[src/rtl/uart_pkg.sv]
// Shared types and constants for the configurable UART receiver.
// The bit-period helper is evaluated at elaboration time only.
package uart_pkg;

  typedef enum logic [2:0] {
    IDLE,
    START,
    DATA,
    PAR,
    STOP
  } state_e;

  localparam int unsigned PARITY_NONE = 0;
  localparam int unsigned PARITY_EVEN = 1;
  localparam int unsigned PARITY_ODD  = 2;

  function automatic logic [31:0] clks_per_bit(input int unsigned clk_freq,
                                               input int unsigned baud_rate);
    return 32'(clk_freq / baud_rate);
  endfunction

endpackage

[src/rtl/sync_2ff.sv]
// Two-flop synchronizer for one asynchronous bit; 2-cycle latency, no backpressure.
// Both flops reset to RST_VAL so the output is defined from the first cycle.
module sync_2ff #(
  parameter logic RST_VAL = 1'b0
) (
  input  logic clk,
  input  logic rst,
  input  logic d_i,
  output logic q_o
);

  logic meta_q;
  logic sync_q;

  always_ff @(posedge clk) begin
    if (rst) begin
      meta_q <= RST_VAL;
      sync_q <= RST_VAL;
    end else begin
      meta_q <= d_i;
      sync_q <= meta_q;
    end
  end

  assign q_o = sync_q;

endmodule

[src/rtl/uart_rx_cfg.sv]
// Oversampling UART receiver with optional parity and 1/2 stop bits; word is valid one cycle
// after the last stop sample and held until valid&ready; a word arriving while held is dropped.
module uart_rx_cfg
  import uart_pkg::*;
#(
  parameter int unsigned CLK_FREQ  = 50_000_000,
  parameter int unsigned BAUD_RATE = 115200,
  parameter int unsigned DATA_BITS = 8,
  parameter int unsigned PARITY    = 0,
  parameter int unsigned STOP_BITS = 1
) (
  input  logic                 clk,
  input  logic                 rst,
  input  logic                 rx_en,
  input  logic                 rx,
  output logic [DATA_BITS-1:0] data,
  output logic                 valid,
  input  logic                 ready,
  output logic                 frame_err,
  output logic                 parity_err,
  output logic                 overrun,
  output logic                 busy
);

  localparam logic [31:0] CPB     = clks_per_bit(CLK_FREQ, BAUD_RATE);
  localparam logic [31:0] HALF_M1 = CPB / 2 - 32'd1;
  localparam logic [31:0] FULL_M1 = CPB - 32'd1;
  localparam logic [3:0]  DB_M1   = 4'(DATA_BITS - 1);
  localparam logic [3:0]  SB_M1   = 4'(STOP_BITS - 1);

  logic rx_s;
  logic rx_prev_q;

  state_e               state_q, state_d;
  logic [31:0]          cnt_q, cnt_d;
  logic [3:0]           bit_q, bit_d;
  logic [DATA_BITS-1:0] shift_q, shift_d;
  logic                 pe_q, pe_d;
  logic                 fe_q, fe_d;
  logic                 word_done;

  logic [DATA_BITS-1:0] data_q, data_d;
  logic                 valid_q, valid_d;
  logic                 frame_err_q, frame_err_d;
  logic                 parity_err_q, parity_err_d;
  logic                 overrun_q, overrun_d;

  sync_2ff #(.RST_VAL(1'b1)) u_sync (
    .clk (clk),
    .rst (rst),
    .d_i (rx),
    .q_o (rx_s)
  );

  always_comb begin
    state_d   = state_q;
    cnt_d     = cnt_q + 32'd1;
    bit_d     = bit_q;
    shift_d   = shift_q;
    pe_d      = pe_q;
    fe_d      = fe_q;
    word_done = 1'b0;
    case (state_q)
      IDLE: begin
        cnt_d = '0;
        // A line held low (break) never yields prev=1/cur=0, so no restart until it rises.
        if (rx_en && rx_prev_q && !rx_s) begin
          state_d = START;
          bit_d   = '0;
          pe_d    = 1'b0;
          fe_d    = 1'b0;
        end
      end
      START: begin
        if (cnt_q == HALF_M1) begin
          cnt_d   = '0;
          state_d = rx_s ? IDLE : DATA;
        end
      end
      DATA: begin
        if (cnt_q == FULL_M1) begin
          cnt_d   = '0;
          shift_d = {rx_s, shift_q[DATA_BITS-1:1]};
          if (bit_q == DB_M1) begin
            bit_d   = '0;
            state_d = (PARITY != PARITY_NONE) ? PAR : STOP;
          end else begin
            bit_d = bit_q + 4'd1;
          end
        end
      end
      PAR: begin
        if (cnt_q == FULL_M1) begin
          cnt_d   = '0;
          state_d = STOP;
          pe_d    = (PARITY == PARITY_EVEN) ? (^shift_q ^ rx_s) : ~(^shift_q ^ rx_s);
        end
      end
      STOP: begin
        if (cnt_q == FULL_M1) begin
          cnt_d = '0;
          if (!rx_s) fe_d = 1'b1;
          if (bit_q == SB_M1) begin
            bit_d     = '0;
            state_d   = IDLE;
            word_done = 1'b1;
          end else begin
            bit_d = bit_q + 4'd1;
          end
        end
      end
      default: state_d = IDLE;
    endcase
  end

  always_comb begin
    data_d       = data_q;
    valid_d      = valid_q;
    frame_err_d  = frame_err_q;
    parity_err_d = parity_err_q;
    overrun_d    = overrun_q;
    if (word_done && (!valid_q || ready)) begin
      data_d       = shift_q;
      valid_d      = 1'b1;
      frame_err_d  = fe_d;
      parity_err_d = pe_q;
      overrun_d    = 1'b0;
    end else if (word_done) begin
      overrun_d = 1'b1;
    end else if (valid_q && ready) begin
      valid_d   = 1'b0;
      overrun_d = 1'b0;
    end
  end

  always_ff @(posedge clk) begin
    if (rst) begin
      rx_prev_q    <= 1'b1;
      state_q      <= IDLE;
      cnt_q        <= '0;
      bit_q        <= '0;
      shift_q      <= '0;
      pe_q         <= 1'b0;
      fe_q         <= 1'b0;
      data_q       <= '0;
      valid_q      <= 1'b0;
      frame_err_q  <= 1'b0;
      parity_err_q <= 1'b0;
      overrun_q    <= 1'b0;
    end else begin
      rx_prev_q    <= rx_s;
      state_q      <= state_d;
      cnt_q        <= cnt_d;
      bit_q        <= bit_d;
      shift_q      <= shift_d;
      pe_q         <= pe_d;
      fe_q         <= fe_d;
      data_q       <= data_d;
      valid_q      <= valid_d;
      frame_err_q  <= frame_err_d;
      parity_err_q <= parity_err_d;
      overrun_q    <= overrun_d;
    end
  end

  assign data       = data_q;
  assign valid      = valid_q;
  assign frame_err  = frame_err_q;
  assign parity_err = parity_err_q;
  assign overrun    = overrun_q;
  assign busy       = (state_q != IDLE);

endmodule

[config.mk]
export PLATFORM = sky130hd
export DESIGN_NAME = uart_rx_cfg
export DESIGN_NICKNAME = d
export VERILOG_FILES = /design/src/rtl/uart_pkg.sv /design/src/rtl/sync_2ff.sv /design/src/rtl/uart_rx_cfg.sv
export SDC_FILE = /design/constraint.sdc
export NUM_CORES = 1
export LEC_CHECK = 0
export ABC_AREA = 1
export ABC_CLOCK_PERIOD_IN_PS = 4030
export CORE_UTILIZATION = 40
export CTS_BUF_LIST = sky130_fd_sc_hd__clkbuf_8
export DETAILED_ROUTE_END_ITERATION = 12
export PLACE_DENSITY = 0.54
export SYNTH_ARGS = -nofsm -noshare
export SYNTH_HDL_FRONTEND = slang
export SYNTH_SLANG_ARGS = --single-unit
[constraint.sdc]
create_clock -name clk -period 4.03 [get_ports clk]
set_input_delay 0.806 -clock clk [delete_from_list [all_inputs] [get_ports clk]]
set_output_delay 0.806 -clock clk [all_outputs]
set_load 0.02 [all_outputs]
==> results of run 1 <==
==> registers in the layout, summed over array words and instances, names as in the netlist, 3 cells and up <==
signal / count
data: 8
state_q: 3
cnt_q: 32
bit_q: 4
shift_q: 8
==> stage by stage <==
step	hold WS, ns	cell area (um2)	std cells
after CTS	0.421	4140	624
final	0.418	4140	624
after global placement	0.399	3920	608
after global routing	0.442	4140	624
after detailed placement	0.403	3920	608
after floorplan	0.389	3670	488
==> metal layers <==
layer	track usage	part of all wire
met1	0.202	0.52
met2	0.268	0.45
met3	0.0408	0.017
met4	0.0513	0.012
met5	0	0
==> placed cells by master, fill, tap and decap left out, drive strengths merged, types with 2 or more instances in the layout <==
cell type and count:
a21oi 6, clkbuf 9, xnor2 5, clkinv 4
nor3 7, nand3 35, nor4 2, o21ai 26
nand4 6, or2 4, nor2 124, nand3b 3
nand2 95, o21bai 2, clkdlybuf4s50 17, dfxtp 64
xor2 24, inv 69, ha 5, bufinv 2
==> power breakdown <==
group	switching, W	internal (W)	leakage [nW]
Combinational	0.000204	0.0000938	1.06
Clock	0.000274	0.000355	0.110
Sequential	0.0000272	0.000652	0.517
==> kinds of logic after synthesis <==
kind of cell | share of synthesized area
flops | 0.349
compound gates | 0.0618
fa+ha+maj | 0.0171
buf+inv | 0.0880
simple gates | 0.415
xor+xnor | 0.0693
==> worst paths after layout <==
kind           endpoint  slack [ns]
max                busy        1.41
min          u_sync.q_o        0.42
max reg2reg   frame_err        1.98
min reg2reg  u_sync.q_o        0.42
==> final cells by class <==
cell class,count,area share
Clock buffer,9,0.0299
Sequential cell,64,0.309
Tap cell,108,0.0326
Clock inverter,7,0.0248
Inverter,69,0.0628
Multi-Input combinational cell,349,0.498
Timing Repair Buffer,18,0.0429
==> impl_metrics.csv, run 1 <==
group,metric,value,unit
synthesis,avgSynthCellArea,7.51,um2
final_layout,fill_cells,885,
worst_setup_path,rr_startpoint,"cnt_q[0]",
grt,grt_pass1_vias,2832,
sta,worst_slack,1.41,ns
synthesis,ys_types,42,
grt,grt_pass1_wl,12.5,mm
grt,grt_max_degree,29,
clock_network,cts.sinks,64,
synthesis,synthesis.nets,498,
worst_setup_path,ff2ff_path_depth,10,
worst_setup_path,crit_path_start,"state_q[0]",
sta,setup_viol,0,
sta,skew,0.0158,ns
clock_network,clkLatencyLatePin,0.34,ns
final_layout,seqCellArea,1280,um2
worst_setup_path,crit_family,"buffers and inverters",
final_layout,n_antenna_cell,0,
die,rows,34,
sta,setup_tns,0,ns
worst_hold_path,hold_path.class,"reg2reg",
detailed_routing,totalWireLength,7.03,mm
job,maxCapViolations,0,
synthesis,synth_edf_count,0,
final_layout,areaGrowthSynthToFinish,13.0,%
power_and_ir_drop,ir_drop,221,uV
worst_setup_path,cp.required,3.22,ns
power_and_ir_drop,power,0.00161,W
detailed_routing,first_iter_violations,61,
worst_setup_path,worstSetupPathType,"reg2out",
grt,grt_usage,0.160,
clock_network,clk_pin_slew,0.09,ns
die,pin_count,18,
final_layout,num-nets-final,521,
sta,drv_slew,0,
sta,max_slew_margin,0.725,
status,status,"finished, final reports clean",
synthesis,synth_cells,488,
synthesis,synth_commonest_cells,"91 x nor2_1, 83 x nand2_1, 64 x dfxtp_1",
power_and_ir_drop,powerDensity,388,nW/um2
place,hpwlAfterDp,5.28,mm
worst_hold_path,holdPathStages,1,
synthesis,ys_warn_count,0,
power_and_ir_drop,leakage,1.69,nW
detailed_routing,dr.pass1.iters,4,
worst_hold_path,hold_path.startpoint,"u_sync.meta_q",
worst_setup_path,crit_path_start_kind,"flop",
clock_network,cts_root_buf,"clkbuf_8",
clock_network,post_cts_resized,0,
clock_network,cts_buffers,9,
final_layout,utilization,0.471,
synthesis,synth_top_area_cell,"dfxtp_1",
clock_network,cts_tree,"done",
detailed_routing,drc,0,
worst_setup_path,cp_num_buf_inv,3,
sta,rsz0062_at_grt,"false",
clock_network,postCtsHoldBufs,0,
clock_network,cts.htree.levels,3,
synthesis,synth_top_area_share,0.349,
synthesis,synth.yosys.seq_area_share,0.349,
worst_setup_path,slowest_delay,0.63,ns
sta,fin_crit_sh,0.650,
die,core,8810,um2
worst_setup_path,crit_cells,5,
synthesis,synth_seq_cells,64,
sta,hold_viol,0,
synthesis,ys.flop_type,"dfxtp_1",
grt,grt_overflow,0,
clock_network,cts_buffer_depth,2,
final_layout,multi_input_area,2060,um2
worst_setup_path,critical_path.slowest_cell,"clkdlybuf4s50_1",
synthesis,synth_most_common_cell,"nor2_1",
sta,worst_slew_pin_slew,0.411,ns
die,die-height,97.8,um
detailed_routing,wl_per_cell,11.3,um
synthesis,synth_area,3670,um2
place,dp_slack,1.56,ns
detailed_routing,via_count,2919,
worst_setup_path,cp-end-kind,"output pin",
final_layout,drive_above_1_share,0.182,
detailed_routing,avgViaCountPerCell,4.68,
worst_setup_path,cp_max_fo,4,
synthesis,yosys-top-cells-area,"dfxtp_1 35%, nor2_1 9.3%, nand2_1 8.5%",
sta,fin_crit,2.62,ns
detailed_routing,ant_nets,0,
place,portBuffers,17,
grt,antenna_found_initial,0,
place,gp_congestion,0.766,
sta,max_freq,0.382,GHz
worst_setup_path,path_cells,"nor2_1, inv_1, nor2_1, inv_1, clkdlybuf4s50_1",
die,dieArea,9560,um2
die,fp.dieW,97.8,um
synthesis,synthArstFlopShare,0,
die,initial_core_util,0.416,
clock_network,cts_setup_buffers,0,
worst_setup_path,arrival,1.81,ns
Note: power is estimated with default switching activity, not from simulation.
==> run 2, diff against run 1 <==
--- a/config.mk
+++ b/config.mk
@@ -6,7 +6,7 @@
 export NUM_CORES = 1
 export LEC_CHECK = 0
 export ABC_AREA = 1
-export ABC_CLOCK_PERIOD_IN_PS = 4030
+export ABC_CLOCK_PERIOD_IN_PS = 2730
 export CORE_UTILIZATION = 40
 export CTS_BUF_LIST = sky130_fd_sc_hd__clkbuf_8
 export DETAILED_ROUTE_END_ITERATION = 12
==> constraint.sdc (replaced) <==
create_clock -name clk -period 2.73 [get_ports clk]
set_input_delay 0.546 -clock clk [delete_from_list [all_inputs] [get_ports clk]]
set_output_delay 0.546 -clock clk [all_outputs]
set_load 0.02 [all_outputs]
==> impl_metrics.csv, run 2 (synthesis gave the netlist of run 1 again) <==
group,metric,value,unit
final_layout,finalInstanceArea,4150,um2
worst_setup_path,path_cells,"nor2_1, inv_1, nor2_1, inv_1, clkdlybuf4s50_1",
worst_setup_path,cp-end-kind,"output pin",
sta,max_freq,0.423,GHz
worst_setup_path,slowest_delay,0.64,ns
grt,grt_overflow,0,
final_layout,largest_register_ffs,32,
place,placed_cell_area,3920,um2
clock_network,clkLatencyLatePin,0.34,ns
sta,fin_crit_sh,0.866,
worst_setup_path,cp_max_fo,4,
final_layout,largest_register,"cnt_q",
clock_network,post_cts_resized,0,
worst_setup_path,cp.required,2.18,ns
grt,grt_max_degree,29,
detailed_routing,wl_per_cell,11.2,um
clock_network,cts_buffers,9,
worst_hold_path,hold_path.class,"reg2reg",
die,die-height,97.8,um
worst_setup_path,crit_path_start_kind,"flop",
detailed_routing,avgViaCountPerCell,4.63,
worst_setup_path,worstSetupPathType,"reg2out",
sta,hold_viol,0,
clock_network,cts.htree.levels,3,
clock_network,cts_root_buf,"clkbuf_8",
final_layout,final_common_cell,"nor2_1",
clock_network,cts.sinks,64,
sta,setup_tns,0,ns
clock_network,clk_pin_slew,0.07,ns
sta,worst_slew_pin_slew,0.494,ns
sta,rsz0062_at_grt,"false",
worst_setup_path,critical_path.slowest_cell,"clkdlybuf4s50_1",
grt,grt_pass1_vias,2775,
sta,skew,0.0114,ns
place,hpwlAfterDp,5.26,mm
worst_setup_path,crit_family,"buffers and inverters",
sta,max_slew_margin,0.670,
worst_setup_path,arrival,1.82,ns
place,gp_congestion,0.799,
sta,drv_slew,0,
status,status,"finished, final reports clean",
sta,setup_viol,0,
final_layout,n_antenna_cell,0,
die,rows,34,
die,dieArea,9560,um2
detailed_routing,first_iter_violations,37,
power_and_ir_drop,leakage,1.69,nW
die,core,8810,um2
die,fp.dieW,97.8,um
final_layout,fill_cells,920,
grt,antenna_found_initial,0,
detailed_routing,ant_nets,0,
power_and_ir_drop,powerDensity,572,nW/um2
grt,grt_pass1_wl,12.5,mm
final_layout,areaGrowthSynthToFinish,13.0,%
grt,grt_usage,0.162,
place,portBuffers,17,
clock_network,cts_tree,"done",
power_and_ir_drop,ir_drop,290,uV
sta,fin_crit,2.37,ns
detailed_routing,dr.pass1.iters,4,
final_layout,final_cell_mix,"91 x nor2_1, 83 x nand2_1, 64 x dfxtp_1",
detailed_routing,drc,0,
clock_network,postCtsHoldBufs,0,
detailed_routing,totalWireLength,6.99,mm
final_layout,num-nets-final,521,
sta,whs,0.415,ns
die,initial_core_util,0.416,
clock_network,cts_setup_buffers,0,
clock_network,cts_buffer_depth,2,
detailed_routing,via_count,2887,
final_layout,drive_above_1_share,0.182,
job,maxCapViolations,0,
die,pin_count,18,
worst_setup_path,cp_num_buf_inv,3,
[run 2: cell count changes in the layout (fill, tap and decap cells not counted)]
cell,delta
clkinv_4,+1
clkinvlp_4,-1
[run 2: final cells by class]
class	instances	area (um2)	share of cell area
Clock buffer	9	124	0.0299
Clock inverter	7	104	0.0251
Inverter	69	260	0.0628
Multi-Input combinational cell	349	2060	0.498
Sequential cell	64	1280	0.309
Tap cell	108	135	0.0326
Timing Repair Buffer	18	178	0.0429
[run 2: per-layer routing]
layer,part of all wire,global-route usage
met5,0,0
met4,0.014,0.0583
met3,0.031,0.0394
met2,0.44,0.256
met1,0.51,0.216
[run 2: worst register-to-register path, delay by kind of cell, from the launching register on]
kind | cells | cell delay (ns)
and+or+nand+nor | 7 | 1.01
DFF | 1 | 0.46
adders and majority gates | 1 | 0.21
buffers and inverters | 2 | 0.28
[run 2: path summary, 6_finish.rpt]
check | from | to | slack, ns | cells past startpoint
worst max-delay path | state_q[0] | busy | 0.36 | 5
worst min-delay path | u_sync.meta_q | u_sync.q_o | 0.42 | 1
worst max register to register | cnt_q[0] | frame_err | 0.72 | 10
worst min register to register | u_sync.meta_q | u_sync.q_o | 0.42 | 1
[run 2: report_power, final]
| part | switching (W) | internal (W) |
|---|---|---|
| Clock | 0.000404 | 0.000525 |
| Combinational | 0.000302 | 0.000138 |
| Sequential | 0.0000385 | 0.000963 |
[run 2: per-stage QoR]
step           instances   util  worst slack (ns)  power (W)
4_1_cts              624  0.471             0.343    0.00242
6_report             624  0.471             0.364    0.00237
3_3_place_gp         608  0.445             0.580    0.00146
3_5_place_dp         608  0.445             0.556    0.00147
5_1_grt              624  0.471             0.213    0.00251
2_1_floorplan        488      -             0.991    0.00140
